**config.mk**
```make
export PLATFORM = sky130hd
export DESIGN_NAME = ecc_scrub_ctrl
export DESIGN_NICKNAME = d
export VERILOG_FILES = /design/src/rtl/ecc_scrub_ctrl.sv
export SDC_FILE = /design/constraint.sdc
export NUM_CORES = 1
export LEC_CHECK = 0
export ABC_AREA = 1
export CAP_MARGIN = 20
export CELL_PAD_IN_SITES_DETAIL_PLACEMENT = 1
export CELL_PAD_IN_SITES_GLOBAL_PLACEMENT = 1
export CORE_ASPECT_RATIO = 1.75
export CORE_MARGIN = 10
export CORE_UTILIZATION = 38
export DETAILED_ROUTE_END_ITERATION = 16
export DONT_BUFFER_PORTS = 1
export PLACE_DENSITY = 0.82
export SETUP_SLACK_MARGIN = 0.1
export SLEW_MARGIN = 20
export SYNTH_ARGS = -nofsm -noshare
export SYNTH_HDL_FRONTEND = slang
export SYNTH_SLANG_ARGS = --single-unit
export TNS_END_PERCENT = 30
```
**constraint.sdc**
```tcl
create_clock -name clk_i -period 1.2 [get_ports clk_i]
set_input_delay 0.24 -clock clk_i [delete_from_list [all_inputs] [get_ports clk_i]]
set_output_delay 0.24 -clock clk_i [all_outputs]
set_load 0.02 [all_outputs]
```
**src/rtl/ecc_scrub_ctrl.sv**
```systemverilog
// Background ECC scrubber: walks every memory word, decodes it, writes back corrected
// codewords and tallies correctable / uncorrectable words for the pass.
module ecc_scrub_ctrl #(
   parameter int ADDR_WIDTH = 4,
   parameter int CW_WIDTH   = 13,
   parameter int DATA_WIDTH = 8
) (
   input  logic                  clk_i,
   input  logic                  rst_i,
   input  logic                  start_i,
   input  logic                  abort_i,
   output logic                  mem_rd_en_o,
   output logic                  mem_wr_en_o,
   output logic [ADDR_WIDTH-1:0] mem_addr_o,
   output logic [CW_WIDTH-1:0]   mem_wdata_o,
   input  logic [CW_WIDTH-1:0]   mem_rdata_i,
   output logic                  dec_en_o,
   output logic [39:0]           dec_codeword_o,
   input  logic [DATA_WIDTH-1:0] dec_data_i,
   input  logic                  dec_err_detected_i,
   input  logic                  dec_err_corrected_i,
   output logic                  enc_en_o,
   output logic [DATA_WIDTH-1:0] enc_data_o,
   input  logic [39:0]           enc_codeword_i,
   output logic                  busy_o,
   output logic                  done_o,
   output logic                  aborted_o,
   output logic [7:0]            corr_count_o,
   output logic [7:0]            uncorr_count_o,
   output logic                  uncorr_valid_o,
   output logic [ADDR_WIDTH-1:0] uncorr_addr_o
);

   typedef enum logic [3:0] {
      S_IDLE = 4'd0,
      S_RD   = 4'd1,
      S_RDW  = 4'd2,
      S_DEC  = 4'd3,
      S_DECW = 4'd4,
      S_ENC  = 4'd5,
      S_ENCW = 4'd6,
      S_WR   = 4'd7,
      S_NXT  = 4'd8
   } state_t;

   state_t                state_q;
   logic [ADDR_WIDTH-1:0] addr_q;
   logic [CW_WIDTH-1:0]   cw_q;
   logic [DATA_WIDTH-1:0] data_q;
   logic                  abort_pend_q;
   logic                  wr_rec_q;
   logic                  rd_en_q;
   logic                  wr_en_q;
   logic                  dec_en_q;
   logic                  enc_en_q;
   logic                  busy_q;
   logic                  done_q;
   logic                  aborted_q;
   logic [7:0]            corr_q;
   logic [7:0]            uncorr_q;
   logic                  uv_q;
   logic [ADDR_WIDTH-1:0] ua_q;
   logic [7:0]            corr_d;
   logic [7:0]            uncorr_d;
   logic                  enc_cw_unused_s;

   assign enc_cw_unused_s = ^enc_codeword_i[39:CW_WIDTH];

   // Saturating next values for the two error counters.
   always_comb begin
      if (corr_q == 8'hFF) begin
         corr_d = corr_q;
      end else begin
         corr_d = corr_q + 8'd1;
      end
      if (uncorr_q == 8'hFF) begin
         uncorr_d = uncorr_q;
      end else begin
         uncorr_d = uncorr_q + 8'd1;
      end
   end

   // Scrub sequencer; strobes are registered on entry to the state that owns them.
   always_ff @(posedge clk_i) begin
      if (rst_i) begin
         state_q      <= S_IDLE;
         addr_q       <= {ADDR_WIDTH{1'b0}};
         cw_q         <= {CW_WIDTH{1'b0}};
         data_q       <= {DATA_WIDTH{1'b0}};
         abort_pend_q <= 1'b0;
         wr_rec_q     <= 1'b0;
         rd_en_q      <= 1'b0;
         wr_en_q      <= 1'b0;
         dec_en_q     <= 1'b0;
         enc_en_q     <= 1'b0;
         busy_q       <= 1'b0;
         done_q       <= 1'b0;
         aborted_q    <= 1'b0;
         corr_q       <= 8'd0;
         uncorr_q     <= 8'd0;
         uv_q         <= 1'b0;
         ua_q         <= {ADDR_WIDTH{1'b0}};
      end else begin
         rd_en_q   <= 1'b0;
         wr_en_q   <= 1'b0;
         dec_en_q  <= 1'b0;
         enc_en_q  <= 1'b0;
         done_q    <= 1'b0;
         aborted_q <= 1'b0;
         if (abort_i && (state_q != S_IDLE)) begin
            abort_pend_q <= 1'b1;
         end
         case (state_q)
            S_IDLE: begin
               if (start_i) begin
                  state_q      <= S_RD;
                  addr_q       <= {ADDR_WIDTH{1'b0}};
                  corr_q       <= 8'd0;
                  uncorr_q     <= 8'd0;
                  uv_q         <= 1'b0;
                  ua_q         <= {ADDR_WIDTH{1'b0}};
                  abort_pend_q <= 1'b0;
                  busy_q       <= 1'b1;
                  rd_en_q      <= 1'b1;
               end
            end
            S_RD: begin
               state_q <= S_RDW;
            end
            S_RDW: begin
               cw_q     <= mem_rdata_i;
               dec_en_q <= 1'b1;
               state_q  <= S_DEC;
            end
            S_DEC: begin
               state_q <= S_DECW;
            end
            S_DECW: begin
               data_q <= dec_data_i;
               if (dec_err_corrected_i) begin
                  enc_en_q <= 1'b1;
                  state_q  <= S_ENC;
               end else if (dec_err_detected_i) begin
                  uncorr_q <= uncorr_d;
                  if (!uv_q) begin
                     uv_q <= 1'b1;
                     ua_q <= addr_q;
                  end
                  state_q <= S_NXT;
               end else begin
                  state_q <= S_NXT;
               end
            end
            S_ENC: begin
               state_q <= S_ENCW;
            end
            S_ENCW: begin
               cw_q     <= enc_codeword_i[CW_WIDTH-1:0];
               wr_en_q  <= 1'b1;
               wr_rec_q <= 1'b0;
               state_q  <= S_WR;
            end
            // WR spends one recovery cycle after the write strobe before moving on.
            S_WR: begin
               if (!wr_rec_q) begin
                  corr_q   <= corr_d;
                  wr_rec_q <= 1'b1;
               end else begin
                  wr_rec_q <= 1'b0;
                  state_q  <= S_NXT;
               end
            end
            S_NXT: begin
               if (abort_pend_q || abort_i) begin
                  abort_pend_q <= 1'b0;
                  aborted_q    <= 1'b1;
                  busy_q       <= 1'b0;
                  state_q      <= S_IDLE;
               end else if (addr_q == {ADDR_WIDTH{1'b1}}) begin
                  done_q  <= 1'b1;
                  busy_q  <= 1'b0;
                  state_q <= S_IDLE;
               end else begin
                  addr_q  <= addr_q + {{(ADDR_WIDTH-1){1'b0}}, 1'b1};
                  rd_en_q <= 1'b1;
                  state_q <= S_RD;
               end
            end
            default: begin
               state_q <= S_IDLE;
               busy_q  <= 1'b0;
            end
         endcase
      end
   end

   assign mem_rd_en_o    = rd_en_q;
   assign mem_wr_en_o    = wr_en_q;
   assign mem_addr_o     = addr_q;
   assign mem_wdata_o    = cw_q;
   assign dec_en_o       = dec_en_q;
   assign dec_codeword_o = {{(40-CW_WIDTH){1'b0}}, cw_q};
   assign enc_en_o       = enc_en_q;
   assign enc_data_o     = data_q;
   assign busy_o         = busy_q;
   assign done_o         = done_q;
   assign aborted_o      = aborted_q;
   assign corr_count_o   = corr_q;
   assign uncorr_count_o = uncorr_q;
   assign uncorr_valid_o = uv_q;
   assign uncorr_addr_o  = ua_q;

endmodule
```
==> flow_summary.yaml, run 1 <==
status:
  status: "finished, violations left"
  violations: "negative hold slack, negative setup slack"
yosys:
  netlist_instances: 460
  yosysWarnings: 0
  synth_top_family_by_area: "simple AND/OR/NAND/NOR gates"
  synth_fa_ha_area_share_pct: 1.192
  yosys-top-cells-count: "nand2_1 (99), nor2_1 (66), dfxtp_1 (59), a21oi_1 (51), nand3_1 (45)"
  yosysTopAreaCellShare_pct: 37.52
  yosysMostFrequentCell: "nand2_1"
  ys_async_sr_fraction_pct: 0
  synth-seq-cells: 59
  synth_compound_area_share_pct: 11.61
  syn-mean-instance-area_um2: 6.844
  ys_types: 29
  syn-cell-area_um2: 3148
  synth-edff-count: 0
  synthSimpleGateAreaFrac_pct: 32.75
  muxShareOfSynthArea_pct: 0
  synth.yosys.seq_area_share_pct: 37.52
  ys.flop_type: "dfxtp_1"
  yosysTopAreaCell: "dfxtp_1"
  synthXorXnorAreaFrac_pct: 1.113
  netlist_top_cells_area: "dfxtp_1 (38%), nand2_1 (12%), buf_4 (9.5%)"
hold_path:
  holdPathStages: 1
  min_from: "rst_i"
  hold_path_class: "primary input to flip-flop"
  hold_path_end: "uncorr_count_o[4]$_SDFFE_PP0P_"
die:
  die_w_um: 88.81
  die-area_um2: 12470
  core_um2: 8016
  rows: 43
  num_io_pins: 160
  floorplan.initialDensity_pct: 39.27
  die_h_um: 140.4
finish:
  syn_to_final_growth_pct: 53.34
  layout-drive-gt1-share_pct: 47.76
  stdcell_area_um2: 4827
  nets: 602
  antenna_cells: 0
global_route:
  grt_max_degree: 43
  track_usage_pct: 18.58
  grt_pass1_vias: 3566
  grt_pass1_wl_um: 18400
  overflow: 0
  antenna_found_initial: 0
sta:
  worst_slack_ns: -0.3163
  rsz0062_at_grt: "yes"
  max_freq_mhz: 659.5
  finalCritPeriodShare_pct: 126.4
  hold_slack_ns: -0.03184
  hold_violations: 38
  setup_viol: 53
  min_period_ns: 1.516
  finClkSkew_ns: 0.01102
  finalMaxSlewViolations: 0
setup_path:
  critPathMaxFanout: 8
  critPathKind: "flip-flop to flip-flop"
  max_stage_delay_ns: 0.40
  reg2reg_depth: 9
  r2r_end: "uncorr_count_o[4]$_SDFFE_PP0P_"
  cp.required_ns: 1.46
  cp_cell_sequence: "inv_4 -> nor2_4 -> nand3_2 -> nand2_2 -> nor2_4 -> buf_6 -> nand2_8 -> nand2_1 -> a21oi_2"
  worstReg2RegStart: "state_q[2]$_SDFFE_PP0P_"
  critical_path.endpoint_type: "flip-flop"
  cpMostUsedCell: "nor2_4"
  startpoint_type: "flip-flop"
  cp_slowest_cell: "dfxtp_4"
  crit_arrival_ns: 1.78
  reg2reg_slack_ns: -0.32
power_and_ir_drop:
  pwr-share-comb_pct: 38.5
  power.internal_mw: 5.175
  p_clk_share_pct: 30.2
  power.switching_mw: 3.345
  switching_share_pct: 39.26
  power_frac_seq_pct: 31.2
  peakVddDrop_uv: 828.5
  power_density_nw_per_um2: 1765
  p_leak_nw: 1.930
placement:
  place_congestion: 0.8146
  dpl-instance-area_um2: 3625
  place_hpwl_um: 7912
  port_buffers: 0
detailed_routing:
  via_per_inst: 5.407
  drt-pass1-iter-count: 4
  drt-initial-drc-count: 161
  routed_wl_um: 13730
  route.detailed.drc: 0
  drt-met1-wl_um: 4643
  wl_met3_um: 957
  wl_per_cell_um: 21.93
  ant_nets: 0
  routed.top_layer: "met4"
  routed-wl-met2_um: 7584
  vias: 3385
clocking:
  htreeDepth: 3
  clockRootBuffer: "clkbuf_16"
  cts_buffers: 9
  clk-insertion-delay-late_ns: 0.33
  max-clock-path-buffers: 2
  clock-sinks: 59
  clk_pin_slew_ns: 0.05
  cts_tree: "done"
job:
  cap_violations: 0
[power groups by stage]
stage	combinational [mW]	clock [mW]	sequential, mW
floorplan	1.55	0	2.60
CTS	2.41	2.58	2.65
global placement	1.85	0	2.67
global route	3.50	2.68	2.69
finish	3.28	2.58	2.66
detailed placement	1.92	0	2.69
[through the flow]
step                      worst slack [ns]  total power [mW]  utilization [%]  setup TNS, ns  std cells
after floorplan                   -0.08352             4.143                -         -1.262        486
after global placement             -0.2476             4.521            45.22         -7.615        583
after detailed placement           -0.3117             4.603            45.22         -10.22        583
after CTS                          -0.1625             7.635            53.47         -4.535        609
after global routing               -0.3624             8.873            60.22         -12.29        626
final                              -0.3163             8.519            60.22         -9.004        626
[kinds of logic after synthesis]
family | Yosys count
other | 1
buffers and inverters | 88
xor gates and xnor gates | 4
AOI/OAI and AO/OA | 70
adders and majority gates | 3
DFF | 59
and+or+nand+nor | 235
[worst max-delay path: cells and delay by family (launching register included)]
| kind | cells | cell delay (ns) |
|---|---|---|
| simple gates | 6 | 0.73 |
| flops | 1 | 0.40 |
| buf+inv | 2 | 0.19 |
| compound gates | 1 | 0.13 |
[how the worst max path moves through the flow]
stage               slack (ns)                        endpoint                         start  cells past startpoint
floorplan                -0.08    corr_count_o[7]$_SDFFE_PP0P_  corr_count_o[1]$_SDFFE_PP0P_                     10
global placement         -0.25   uncorr_addr_o[0]$_SDFFE_PP0P_       state_q[0]$_SDFFE_PP0P_                      8
detailed placement       -0.31   uncorr_addr_o[2]$_SDFFE_PP0P_       state_q[0]$_SDFFE_PP0P_                      8
CTS                      -0.16     mem_wdata_o[1]$_SDFFE_PP0P_       state_q[1]$_SDFFE_PP0P_                      8
global route             -0.36  uncorr_count_o[0]$_SDFFE_PP0P_       state_q[2]$_SDFFE_PP0P_                      9
finish                   -0.32  uncorr_count_o[4]$_SDFFE_PP0P_       state_q[2]$_SDFFE_PP0P_                      9
[layer usage]
metal  up-vias  GRT usage, %
met5         -             0
met4         0         8.383
met3        41         5.807
met2       129         34.25
met1      1640         17.72
li1       1575             -
[layout make-up]
type,count,area [µm²]
fillers,941,3189
inverters,34,142.6
repair buffers,87,875.8
flip-flops and latches,59,1247
multi-input cells,341,2150
well taps,90,112.6
clock inverters,1,5.005
clock buffers,14,294.0
[repair_timing]
| action | in CTS | in global routing |
|---|---|---|
| setup endpoints to repair | 87 | 89 |
| setup buffers | 11 | 12 |
| gates resized for setup | 86 | 102 |
| endpoints found under the hold margin | 41 | 41 |
| gates cloned | 0 | 5 |
| pin swaps | 19 | 52 |
[state kept, by name (all words and copies together) (netlist names)]
signal and cells:
enc_en_o 1, dec_en_o 1, mem_rd_en_o 1, aborted_o 1, done_o 1, enc_data_o 8, uncorr_valid_o 1, state_q 4
wr_rec_q 1, mem_wdata_o 13, corr_count_o 8, mem_addr_o 4, uncorr_addr_o 4, mem_wr_en_o 1, uncorr_count_o 8, busy_o 1
abort_pend_q 1
[cell usage in the layout, fill, tap and decap left out, types with 3 or more instances in the layout]
cell / instances
o21ai_2: 8
nor2_2: 12
o21bai_1: 3
inv_1: 25
ha_4: 3
inv_4: 4
nand2_1: 71
buf_6: 38
a21oi_2: 22
dfxtp_1: 32
clkbuf_16: 11
nor2_4: 15
dfxtp_4: 13
nand3_4: 4
nor2_1: 46
clkbuf_8: 5
buf_4: 43
dfxtp_2: 14
nand2_8: 5
nand2_2: 23
nand3_2: 13
conb_1: 27
inv_2: 4
nand3_1: 28
a21oi_1: 29
o21ai_0: 3
buf_12: 3
nand2_4: 9
nand4_1: 6
(Power assumes the default switching activity.)
==> run 2: changes to the inputs <==
--- a/config.mk
+++ b/config.mk
@@ -10,11 +10,11 @@
 export CELL_PAD_IN_SITES_DETAIL_PLACEMENT = 1
 export CELL_PAD_IN_SITES_GLOBAL_PLACEMENT = 1
 export CORE_ASPECT_RATIO = 1.75
-export CORE_MARGIN = 10
+export CORE_MARGIN = 5
 export CORE_UTILIZATION = 38
 export DETAILED_ROUTE_END_ITERATION = 16
 export DONT_BUFFER_PORTS = 1
-export PLACE_DENSITY = 0.82
+export PLACE_DENSITY_LB_ADDON = 0.2
 export SETUP_SLACK_MARGIN = 0.1
 export SLEW_MARGIN = 20
 export SYNTH_ARGS = -nofsm -noshare
==> flow_summary.yaml, run 2 (synthesis results as in run 1) <==
placement:
  port_buffers: 0
  dpl.cell_count: 593
  place_congestion: 0.8072
  place_hpwl_um: 7242
sta:
  finalCritPeriodShare_pct: 121.3
  setup_viol: 50
  finalMaxSlewViolations: 0
  rsz0062_at_grt: "yes"
  hold_slack_ns: -0.03588
  worst_slack_ns: -0.2553
  hold_violations: 41
  max_freq_mhz: 687.2
  min_period_ns: 1.455
  finClkSkew_ns: 0.006130
power_and_ir_drop:
  power_density_nw_per_um2: 1787
  power.switching_mw: 3.227
  pwr-share-comb_pct: 37.8
  power.internal_mw: 5.510
  p_leak_nw: 1.996
  p_clk_share_pct: 31.5
  switching_share_pct: 36.93
  power_frac_seq_pct: 30.7
  peakVddDrop_uv: 945.7
finish:
  layout-drive-gt1-share_pct: 46.11
  multi_input_area_um2: 2105
  largest_reg_flops: 13
  num-fill-cells: 991
  final-seq-area_um2: 1249
  final_cell_mix: "nand2_1 (76), nor2_1 (57), buf_4 (46)"
  nets: 605
  syn_to_final_growth_pct: 55.29
  stdcell_count: 632
  antenna_cells: 0
  final_common_cell: "nand2_1"
die:
  core_um2: 8203
  rows: 44
  num_io_pins: 160
  die_w_um: 78.81
  die_h_um: 130.4
  floorplan.initialDensity_pct: 38.38
  die-area_um2: 10280
clocking:
  cts_tree: "done"
  cts_buffers: 9
  max-clock-path-buffers: 2
  clk-insertion-delay-late_ns: 0.33
  clk_pin_slew_ns: 0.05
  clock-sinks: 59
  clockRootBuffer: "clkbuf_16"
  htreeDepth: 3
status:
  status: "finished, violations left"
  violations: "negative hold slack, negative setup slack"
global_route:
  grt_pass1_vias: 3404
  track_usage_pct: 20.64
  antenna_found_initial: 0
  grt_max_degree: 43
  grt_pass1_wl_um: 16620
  overflow: 0
detailed_routing:
  routed_wl_um: 11500
  ant_nets: 0
  route.detailed.drc: 0
  wl_per_cell_um: 18.20
  drt-initial-drc-count: 121
  via_per_inst: 5.214
  vias: 3295
  drt-pass1-iter-count: 4
setup_path:
  r2r_end: "uncorr_count_o[4]$_SDFFE_PP0P_"
  critPathKind: "flip-flop to flip-flop"
  crit_arrival_ns: 1.72
  startpoint: "state_q[2]$_SDFFE_PP0P_"
  reg2reg_slack_ns: -0.26
  reg2reg_depth: 9
  worstReg2RegStart: "state_q[2]$_SDFFE_PP0P_"
  cp_slowest_cell: "dfxtp_4"
  max_stage_delay_ns: 0.38
  worstSetupEndpoint: "uncorr_count_o[4]$_SDFFE_PP0P_"
  cp.required_ns: 1.46
  cp_cell_sequence: "inv_4 -> nor2_4 -> nand3_4 -> nand2_4 -> nor2_4 -> buf_12 -> nand2_8 -> nand2_2 -> a21oi_2"
  critPathMaxFanout: 8
  cpMostUsedCell: "nor2_4"
  startpoint_type: "flip-flop"
  critical_path.endpoint_type: "flip-flop"
job:
  cap_violations: 0
hold_path:
  hold_path_class: "primary input to flip-flop"
  min_from: "rst_i"
[run 2: changes by cell type in the layout (fill, tap and decap cells not counted), moves of 7 or more]
cell	change
nand3_1	-7
nor2_1	+11
o21ai_1	+7
nor2_2	-7
nand2_2	-7
o21ai_2	-8
[run 2: worst min-delay path by stage]
stage	cells after the start	end	slack, ns
floorplan	2	enc_en_o$_SDFF_PP0_	0.40
global placement	1	mem_addr_o[1]$_SDFFE_PP0P_	0.31
finish	1	corr_count_o[4]$_SDFFE_PP0P_	-0.04
detailed placement	1	corr_count_o[2]$_SDFFE_PP0P_	0.31
CTS	1	corr_count_o[0]$_SDFFE_PP0P_	-0.04
global route	1	corr_count_o[1]$_SDFFE_PP0P_	-0.04
[run 2: layout make-up]
class / instances / area share, %
Clock buffer: 12 / 5.682
Inverter: 34 / 2.867
Clock inverter: 4 / 0.9214
Sequential cell: 59 / 25.54
Multi-Input combinational cell: 340 / 43.05
Tap cell: 92 / 2.355
Timing Repair Buffer: 91 / 19.58
[run 2: repair_timing]
action / in CTS / in global routing
hold endpoints to repair: 41 / 41
resized for setup: 95 / 72
pin swaps: 27 / 36
setup endpoints to repair: 92 / 74
setup buffers: 15 / 5
gates cloned: 3 / 2
[run 2: power by group through the flow]
stage               registers [mW]  clock network, mW  logic (mW)
floorplan                     2.60                  0        1.55
global route                  2.71               2.87        3.56
global placement              2.69                  0        1.96
detailed placement            2.70                  0        2.02
CTS                           2.67               2.80        2.93
finish                        2.68               2.75        3.30
[run 2: routing by layer]
metal	vias to the layer above	wire length, µm	GRT usage [%]
met3	21	605	5.693
li1	1572	-	-
met5	-	0	0
met4	0	270	8.342
met2	86	6726	40.11
met1	1616	3900	20.20
[run 2: worst max-delay path: cells and delay by family (launching register included)]
| family | cells | cell delay (ns) |
|---|---|---|
| buffers and inverters | 2 | 0.19 |
| DFF | 1 | 0.38 |
| AOI/OAI and AO/OA | 1 | 0.13 |
| and+or+nand+nor | 6 | 0.67 |
[run 2: stage by stage]
stage	area (µm²)	util [%]	worst slack (ns)	power, mW	TNS, ns
2_1_floorplan	3410	-	-0.08352	4.143	-1.262
6_report	4888	59.59	-0.2553	8.737	-7.926
4_1_cts	4561	55.60	-0.1905	8.397	-6.648
3_3_place_gp	3725	45.41	-0.1984	4.647	-6.981
5_1_grt	4888	59.59	-0.3059	9.142	-11.96
3_5_place_dp	3725	45.41	-0.2853	4.716	-8.605
==> run 3: changes to the inputs <==
--- a/config.mk
+++ b/config.mk
@@ -6,14 +6,14 @@
 export NUM_CORES = 1
 export LEC_CHECK = 0
 export ABC_AREA = 1
+export BUFFER_PORTS_ARGS = -buffer_cell sky130_fd_sc_hd__buf_2
 export CAP_MARGIN = 20
 export CELL_PAD_IN_SITES_DETAIL_PLACEMENT = 1
 export CELL_PAD_IN_SITES_GLOBAL_PLACEMENT = 1
 export CORE_ASPECT_RATIO = 1.75
 export CORE_MARGIN = 5
-export CORE_UTILIZATION = 38
+export CORE_UTILIZATION = 28
 export DETAILED_ROUTE_END_ITERATION = 16
-export DONT_BUFFER_PORTS = 1
 export PLACE_DENSITY_LB_ADDON = 0.2
 export SETUP_SLACK_MARGIN = 0.1
 export SLEW_MARGIN = 20
==> flow_summary.yaml, run 3 (synthesis results as in run 1) <==
finish:
  final_cell_mix: "nand2_1 (83), buf_2 (63), buf_4 (62)"
  layout-drive-gt1-share_pct: 48.39
  syn_to_final_growth_pct: 65.62
  stdcell_area_um2: 5214
  final_common_cell: "nand2_1"
  largest_reg_flops: 13
  nets: 687
  antenna_cells: 0
die:
  die-area_um2: 13550
  floorplan.initialDensity_pct: 28.35
  rows: 51
  die_w_um: 90.16
  core_um2: 11100
  num_io_pins: 160
  die_h_um: 150.3
detailed_routing:
  route.detailed.drc: 0
  drt-pass1-iter-count: 4
  ant_nets: 0
  wl_per_cell_um: 14.74
  vias: 3511
  drt-initial-drc-count: 75
  via_per_inst: 4.656
  routed_wl_um: 11120
placement:
  port_buffers: 105
  place_congestion: 0.7887
  dpl-instance-area_um2: 4195
  place_hpwl_um: 8048
  pre_cts_slack_ns: -0.2889
clocking:
  max-clock-path-buffers: 2
  htreeDepth: 3
  cts-hold-fix-buffers: 0
  cts_tree: "done"
  clock-sinks: 59
  clk_pin_slew_ns: 0.05
  cts_buffers: 9
  clockRootBuffer: "clkbuf_16"
  clk-insertion-delay-late_ns: 0.33
global_route:
  grt_max_degree: 42
  track_usage_pct: 15.92
  antenna_found_initial: 0
  grt_pass1_wl_um: 17460
  grt_pass1_vias: 3694
  overflow: 0
power_and_ir_drop:
  p_clk_share_pct: 30.2
  pwr-share-comb_pct: 41.1
  power_density_nw_per_um2: 1585
  power.switching_mw: 3.133
  power.internal_mw: 5.133
  switching_share_pct: 37.90
  power_frac_seq_pct: 28.7
  p_leak_nw: 2.304
  peakVddDrop_uv: 898.5
setup_path:
  reg2reg_depth: 9
  critical_path.endpoint_type: "flip-flop"
  critPathMaxFanout: 7
  cp.required_ns: 1.47
  r2r_end: "mem_wdata_o[3]$_SDFFE_PP0P_"
  reg2reg_slack_ns: -0.21
  startpoint_type: "flip-flop"
  crit_arrival_ns: 1.68
  critPathKind: "flip-flop to flip-flop"
  worstReg2RegStart: "state_q[1]$_SDFFE_PP0P_"
sta:
  setup_tns_ns: -6.503
  finalCritPeriodShare_pct: 117.8
  finClkSkew_ns: 0.005327
  rsz0062_at_grt: "yes"
  min_period_ns: 1.414
  finalMaxSlewViolations: 0
  setup_viol: 55
  worst_slack_ns: -0.2139
  hold_violations: 0
  max_freq_mhz: 707.3
hold_path:
  min_from: "dec_data_i[1]"
  hold_path_class: "primary input to flip-flop"
  hold_path_end: "enc_data_o[1]$_SDFFE_PP0N_"
  holdPathStages: 3
job:
  cap_violations: 0
status:
  violations: "negative setup slack"
  status: "finished, violations left"
==> run 3: stage by stage <==
stage	utilization [%]	std cells	total power, mW	hold slack (ns)
floorplan	-	486	4.143	0.3960
global placement	37.78	724	4.932	0.4608
detailed placement	37.78	724	5.013	0.4774
CTS	43.17	745	7.847	0.1465
global route	46.96	754	8.734	0.1799
finish	46.96	754	8.266	0.1521
==> run 3: routing by layer <==
metal,global-route usage (%),share of wire (%),vias to the layer above
met5,0,0,-
met4,8.271,1.8,0
met3,2.700,5.0,15
met2,31.34,56,97
met1,15.57,38,1660
li1,-,-,1739
==> run 3: what timing repair did <==
action | 4_1_cts | 5_1_grt
resized for setup | 88 | 92
pin swaps | 16 | 20
buffers inserted | 5 | 7
cloned | 0 | 2
setup endpoints to repair | 98 | 106
==> run 3: worst max-delay path by stage <==
| stage | start | end | slack [ns] | cells after the start |
|---|---|---|---|---|
| after detailed placement | state_q[0]$_SDFFE_PP0P_ | uncorr_count_o[2]$_SDFFE_PP0P_ | -0.29 | 7 |
| after global placement | state_q[0]$_SDFFE_PP0P_ | uncorr_addr_o[1]$_SDFFE_PP0P_ | -0.21 | 8 |
| final | state_q[1]$_SDFFE_PP0P_ | mem_wdata_o[3]$_SDFFE_PP0P_ | -0.21 | 9 |
| after global routing | state_q[1]$_SDFFE_PP0P_ | mem_wdata_o[1]$_SDFFE_PP0P_ | -0.29 | 9 |
| after floorplan | corr_count_o[1]$_SDFFE_PP0P_ | corr_count_o[7]$_SDFFE_PP0P_ | -0.08 | 10 |
| after CTS | state_q[1]$_SDFFE_PP0P_ | mem_wdata_o[10]$_SDFFE_PP0P_ | -0.18 | 8 |
==> run 3: power by group through the flow <==
stage / sequential (mW) / clock (mW) / combinational, mW
final: 2.37 / 2.50 / 3.40
after CTS: 2.35 / 2.57 / 2.92
after detailed placement: 2.39 / 0 / 2.63
after global routing: 2.40 / 2.65 / 3.68
after floorplan: 2.60 / 0 / 1.55
after global placement: 2.37 / 0 / 2.56
==> run 3: layout make-up <==
type                    instances  area, µm²
fillers                      1378       5889
multi-input cells             340       1999
repair buffers                173       1370
flip-flops and latches         59       1247
clock buffers                  12      267.8
well taps                     132      165.2
inverters                      34      142.6
clock inverters                 4      21.27
==> run 3: critical path, cell delays in order, from the launching register on <==
cell and delay, ns:
dfxtp_4 0.38, inv_4 0.05, buf_6 0.11, nor2_4 0.14
buf_6 0.15, buf_12 0.13, nand3_2 0.08, a21oi_2 0.17
a21oi_2 0.04, nor2_1 0.10
